$ cat src/rtl/data_mem_lsu.sv
// Handshaked data memory for the MEM stage: one request in flight, configurable
// wait states, byte/half/word stores, sign/zero-extended loads and fault reporting.
module data_mem_lsu #(
  parameter int DATA_WIDTH  = 32,
  parameter int ADDR_WIDTH  = 32,
  parameter int MEM_SIZE    = 64,
  parameter int WAIT_STATES = 1
) (
  input  logic                  clk,
  input  logic                  reset,
  input  logic                  req_valid,
  output logic                  req_ready,
  input  logic                  req_we,
  input  logic [2:0]            funct3,
  input  logic [ADDR_WIDTH-1:0] addr,
  input  logic [DATA_WIDTH-1:0] wr_data,
  output logic                  rsp_valid,
  output logic [DATA_WIDTH-1:0] rd_data,
  output logic                  fault
);

  localparam int IDX_W     = $clog2(MEM_SIZE);
  localparam int NUM_LANES = DATA_WIDTH / 8;
  localparam int CNT_W     = 4;
  localparam bit ZERO_WAIT = (WAIT_STATES == 0);
  localparam logic [CNT_W-1:0] WAIT_INIT = CNT_W'(WAIT_STATES);

  typedef enum logic [1:0] {
    ST_IDLE,
    ST_WAIT,
    ST_RESP
  } state_t;

  state_t           state_reg, state_next;
  logic [CNT_W-1:0] cnt_reg, cnt_next;
  logic             accept;
  logic             access;

  logic                  we_reg;
  logic [2:0]            funct3_reg;
  logic [ADDR_WIDTH-1:0] addr_reg;
  logic [DATA_WIDTH-1:0] wr_data_reg;

  logic                  acc_we;
  logic [2:0]            acc_funct3;
  logic [ADDR_WIDTH-1:0] acc_addr;
  logic [DATA_WIDTH-1:0] acc_wdata;
  logic [1:0]            acc_lane;
  logic [IDX_W-1:0]      acc_idx;
  logic                  acc_illegal;
  logic                  acc_misalign;
  logic                  acc_fault;
  logic                  unused_addr_hi;

  logic [NUM_LANES-1:0]  lane_mask;
  logic [DATA_WIDTH-1:0] wr_word;
  logic [DATA_WIDTH-1:0] rd_word;
  logic [DATA_WIDTH-1:0] load_data;
  logic [7:0]            ld_byte;
  logic [15:0]           ld_half;
  logic                  mem_wr;

  assign req_ready = !reset && (state_reg == ST_IDLE || state_reg == ST_RESP);
  assign accept    = req_valid && req_ready;
  assign rsp_valid = (state_reg == ST_RESP);

  always_comb begin
    state_next = state_reg;
    cnt_next   = cnt_reg;
    access     = 1'b0;
    case (state_reg)
      ST_IDLE, ST_RESP: begin
        if (accept) begin
          cnt_next = WAIT_INIT;
          if (ZERO_WAIT) begin
            state_next = ST_RESP;
            access     = 1'b1;
          end else begin
            state_next = ST_WAIT;
          end
        end else begin
          state_next = ST_IDLE;
        end
      end
      ST_WAIT: begin
        cnt_next = cnt_reg - CNT_W'(1);
        if (cnt_reg == CNT_W'(1)) begin
          state_next = ST_RESP;
          access     = 1'b1;
        end
      end
      default: state_next = ST_IDLE;
    endcase
  end

  always_ff @(posedge clk) begin
    if (accept) begin
      we_reg      <= req_we;
      funct3_reg  <= funct3;
      addr_reg    <= addr;
      wr_data_reg <= wr_data;
    end
  end

  // With no wait states the access happens on the accept edge itself.
  assign acc_we     = ZERO_WAIT ? req_we  : we_reg;
  assign acc_funct3 = ZERO_WAIT ? funct3  : funct3_reg;
  assign acc_addr   = ZERO_WAIT ? addr    : addr_reg;
  assign acc_wdata  = ZERO_WAIT ? wr_data : wr_data_reg;

  assign acc_lane       = acc_addr[1:0];
  assign acc_idx        = acc_addr[IDX_W+1:2];
  assign unused_addr_hi = ^acc_addr[ADDR_WIDTH-1:IDX_W+2];

  always_comb begin
    acc_illegal  = acc_we ? (acc_funct3 > 3'd2)
                          : (acc_funct3 == 3'd3 || acc_funct3 >= 3'd6);
    acc_misalign = (acc_funct3[1:0] == 2'd1 && acc_addr[0]) ||
                   (acc_funct3[1:0] == 2'd2 && acc_lane != 2'd0);
  end

  assign acc_fault = acc_illegal || acc_misalign;

  // Replicate narrow store data across lanes so each lane takes its own slice.
  always_comb begin
    lane_mask = '0;
    wr_word   = acc_wdata;
    case (acc_funct3[1:0])
      2'd0: begin
        lane_mask = 4'b0001 << acc_lane;
        wr_word   = {4{acc_wdata[7:0]}};
      end
      2'd1: begin
        lane_mask = acc_lane[1] ? 4'b1100 : 4'b0011;
        wr_word   = {2{acc_wdata[15:0]}};
      end
      2'd2:    lane_mask = 4'b1111;
      default: lane_mask = '0;
    endcase
  end

  assign mem_wr = access && !reset && acc_we && !acc_fault;

  generate
    for (genvar gi = 0; gi < NUM_LANES; gi++) begin : g_lane
      logic [7:0] lane_mem [MEM_SIZE];

      always_ff @(posedge clk) begin
        if (mem_wr && lane_mask[gi]) begin
          lane_mem[acc_idx] <= wr_word[gi*8 +: 8];
        end
      end

      assign rd_word[gi*8 +: 8] = lane_mem[acc_idx];
    end
  endgenerate

  always_comb begin
    ld_byte   = rd_word[{acc_lane, 3'b000} +: 8];
    ld_half   = acc_lane[1] ? rd_word[31:16] : rd_word[15:0];
    load_data = '0;
    case (acc_funct3)
      3'd0:    load_data = {{24{ld_byte[7]}}, ld_byte};
      3'd1:    load_data = {{16{ld_half[15]}}, ld_half};
      3'd2:    load_data = rd_word;
      3'd4:    load_data = {24'b0, ld_byte};
      3'd5:    load_data = {16'b0, ld_half};
      default: load_data = '0;
    endcase
  end

  always_ff @(posedge clk) begin
    if (reset) begin
      state_reg <= ST_IDLE;
      cnt_reg   <= '0;
      rd_data   <= '0;
      fault     <= 1'b0;
    end else begin
      state_reg <= state_next;
      cnt_reg   <= cnt_next;
      if (access) begin
        fault   <= acc_fault;
        rd_data <= (acc_we || acc_fault) ? '0 : load_data;
      end
    end
  end

endmodule

$ cat config.mk
export PLATFORM = sky130hd
export DESIGN_NAME = data_mem_lsu
export DESIGN_NICKNAME = d
export VERILOG_FILES = /design/src/rtl/data_mem_lsu.sv
export SDC_FILE = /design/constraint.sdc
export NUM_CORES = 2
export LEC_CHECK = 0
export CAP_MARGIN = 30
export CORE_AREA = 3 3 413 415
export DETAILED_ROUTE_END_ITERATION = 6
export DIE_AREA = 0 0 416 418
export PLACE_DENSITY = 0.66
export SETUP_SLACK_MARGIN = 0.4
export SYNTH_ARGS = -nofsm -noshare
export SYNTH_HDL_FRONTEND = slang
export SYNTH_SLANG_ARGS = --single-unit
export TNS_END_PERCENT = 100
$ cat constraint.sdc
create_clock -name clk -period 6.5 [get_ports clk]
set_clock_uncertainty 0.05 [all_clocks]
set_input_delay 1.3 -clock clk [delete_from_list [all_inputs] [get_ports clk]]
set_output_delay 1.3 -clock clk [all_outputs]
set_load 0.02 [all_outputs]
==> impl_metrics.env <==
export IMPL_status="finished, violations left"
export IMPL_violations="DRC"
export IMPL_yosysTopAreaCellShare_pct=75.2
export IMPL_antenna_found_initial=4
export IMPL_rsz0062_at_grt="no"
export IMPL_syn_cell_area_um2=83600
export IMPL_clkPwrFrac_pct=41.3
export IMPL_die_h_um=418
export IMPL_synthArstFlopShare_pct=0
export IMPL_cp_arrival_ns=5.03
export IMPL_leakage_nw=29.3
export IMPL_rows=150
export IMPL_min_path_type="reg -> reg"
export IMPL_wirelength_mm=224
export IMPL_yosysMostFrequentCell="edfxtp_1"
export IMPL_numPortBuffers=81
export IMPL_synthesis_nets=4053
export IMPL_avgSynthCellArea_um2=21.0
export IMPL_yosys_area_top_type="edfxtp_1"
export IMPL_die_area_um2=174000
export IMPL_cts_clk_slew_worst_paths_ns=0.06
export IMPL_via_per_inst=6.36
export IMPL_synth_seq_cells=2137
export IMPL_end_kind="flip-flop"
export IMPL_worst_pin_slew_ns=1.08
export IMPL_cap_violations=0
export IMPL_largest_reg_flops=2048
export IMPL_power_density_nw_per_um2=308
export IMPL_synthTopCellsByCount="edfxtp_1, mux4_2, nor2_1, nand2_1, mux2i_1"
export IMPL_p_int_mw=22.6
export IMPL_fmaxAchievable_ghz=0.227
export IMPL_ant_nets=0
export IMPL_cts_sinks=2137
export IMPL_cts_path_max_buffers=3
export IMPL_syn_to_final_growth_pct=13.0
export IMPL_seq_area_frac_synth_pct=76.3
export IMPL_path_cells="buf_4 -> mux4_2 -> a22o_1 -> a221oi_1 -> nand4_1 -> o21ai_0 -> a211oi_1 -> a21oi_2 -> o21ai_0"
export IMPL_whs_ns=0.461
export IMPL_grt_max_degree=76
export IMPL_synth_flop_cell="edfxtp_1"
export IMPL_clock_latency_ns=0.87
export IMPL_grt_overflow_total=0
export IMPL_dp_cells=6186
export IMPL_place_gp_congestion=0.966
export IMPL_cts_resized=0
export IMPL_slew_headroom_pct=27.6
export IMPL_placedInstanceArea_um2=87400
export IMPL_drive_gt1_share_pct=24.4
export IMPL_cts_buffers=209
export IMPL_setup_viol=0
export IMPL_drc_errors=213
export IMPL_cts_hold_buf=0
export IMPL_dr_pass1_iters=7
export IMPL_synthTopCellsByArea="edfxtp_1, mux4_2, nor2_1, mux2i_1, dfxtp_1"
export IMPL_drv_slew=0
export IMPL_cp_start_kind="flip-flop"
export IMPL_start_util_pct=50.0
export IMPL_crit_path_frequent_cell="o21ai_0"
export IMPL_max_stage_delay_ns=0.79
export IMPL_synth_warnings=0
export IMPL_synth_edff_count=2092
export IMPL_combPwrFrac_pct=6.4
export IMPL_cts_htree_levels=4
export IMPL_die_w_um=416
export IMPL_p_switching_mw=6.47
export IMPL_layout_nets=4282
export IMPL_fin_area_um2=94400
export IMPL_tns_ns=0
export IMPL_syn_inst=3980
export IMPL_grt_pass1_wl_mm=318
export IMPL_finalHoldViolCount=0
export IMPL_cts_root_buf="clkbuf_16"
export IMPL_finalCritPeriodShare_pct=67.7
export IMPL_ioPinCount=106
export IMPL_cp_slowest_cell="dfxtp_4"
export IMPL_post_cts_buffers=0
export IMPL_grt_pass1_vias=41651
export IMPL_vias=41977
export IMPL_dp_hpwl_mm=143
export IMPL_cts_tree="yes"
export IMPL_drt_iter0_drc=6112
export IMPL_critPathKind="reg -> reg"
export IMPL_required_ns=7.13
export IMPL_fin_cells=6601
export IMPL_pwr_share_seq_pct=52.4
export IMPL_avgRoutedWirePerCell_um=34.0
export IMPL_ir_worst_vdd_mv=0.310
export IMPL_min_period_ns=4.40
export IMPL_fp_coreArea_um2=167000
export IMPL_grt_usage_pct=26.0
export IMPL_synth_cell_types=59
export IMPL_max_flop_register="g_lane.lane_mem"
export IMPL_worstPathMaxFanout=37
export IMPL_fillers=12347
export IMPL_p_sw_share_pct=22.3
[layer usage]
layer,part of all wire (%),global-route usage [%],wire length [um],vias to the layer above
met5,0.11,1.31,250,-
met4,6.0,13.3,13500,6
met3,9.5,6.30,21300,529
met2,47,39.8,104000,2155
met1,38,35.1,85000,22291
li1,-,-,-,16996
[stage by stage]
step	setup slack (ns)	power (mW)	util [%]
global placement	1.98	17.3	52.1
floorplan	1.95	16.6	-
CTS	2.17	29.2	56.4
finish	2.10	29.1	56.5
detailed placement	2.12	17.4	52.3
global route	1.84	29.8	56.5
[cell usage in the layout, fill, tap and decap left out, drive strengths merged, types with 3 or more instances in the layout]
master         count
a31oi              5
edfxtp          2092
a21oi             52
dfxtp             45
nor2             309
o211ai             7
a22o               9
and3               6
o21a               4
nand3             28
bufinv            18
nor2b             16
mux2              28
mux2i            106
mux4             555
nand2b             7
buf              166
a32oi             18
a211oi            20
o21ai             40
diode              6
nor4               3
a221oi            26
or4                3
clkbuf           261
a22oi             76
nor3b              8
nand2            214
a311oi             8
clkinvlp           5
nand4              5
clkinv           106
nor3              11
and3b              5
clkdlybuf4s50     81
and2              11
inv               12
[worst paths after layout]
path / cells after the start / endpoint / from / slack (ns)
worst max-delay path: 9 / rd_data[21]$_SDFFE_PP0P_ / flip-flop / 2.10
worst min-delay path: 2 / rd_data[23]$_SDFFE_PP0P_ / rd_data[23]$_SDFFE_PP0P_ / 0.46
worst max register to register: 9 / rd_data[21]$_SDFFE_PP0P_ / flip-flop / 2.10
worst min register to register: 2 / rd_data[23]$_SDFFE_PP0P_ / rd_data[23]$_SDFFE_PP0P_ / 0.46
[kinds of logic after synthesis]
group | Yosys count | synth area share, %
DFF | 2137 | 76.3
muxes | 689 | 16.6
and+or+nand+nor | 632 | 3.15
AOI/OAI and AO/OA | 282 | 2.36
buffers and inverters | 238 | 1.57
adders and majority gates | 2 | 0.0299
[power groups by stage]
stage | clock network, mW | logic, mW | registers (mW)
detailed placement | 0 | 1.83 | 15.5
floorplan | 0 | 1.15 | 15.5
global route | 12.7 | 1.93 | 15.2
CTS | 12.1 | 1.84 | 15.2
finish | 12.0 | 1.85 | 15.2
global placement | 0 | 1.80 | 15.5
[area by class of cell]
class | count | area, um^2 | share of cell area (%)
diodes | 6 | 15.0 | 0.0159
clock buffers | 261 | 5460 | 5.78
clock inverters | 132 | 1390 | 1.48
inverters | 9 | 38.8 | 0.0411
multi-input cells | 1605 | 18700 | 19.8
flip-flops and latches | 2137 | 63700 | 67.5
well taps | 2204 | 2760 | 2.92
repair buffers | 247 | 2320 | 2.46
[worst max-delay path, delay by kind of cell (launching register included)]
family                 cells  cell delay (ns)
DFF                        1             0.79
AOI/OAI and AO/OA          6             2.03
and+or+nand+nor            1             0.16
buffers and inverters      1             0.47
muxes                      1             0.59
Note: power is estimated with default switching activity, not from simulation.
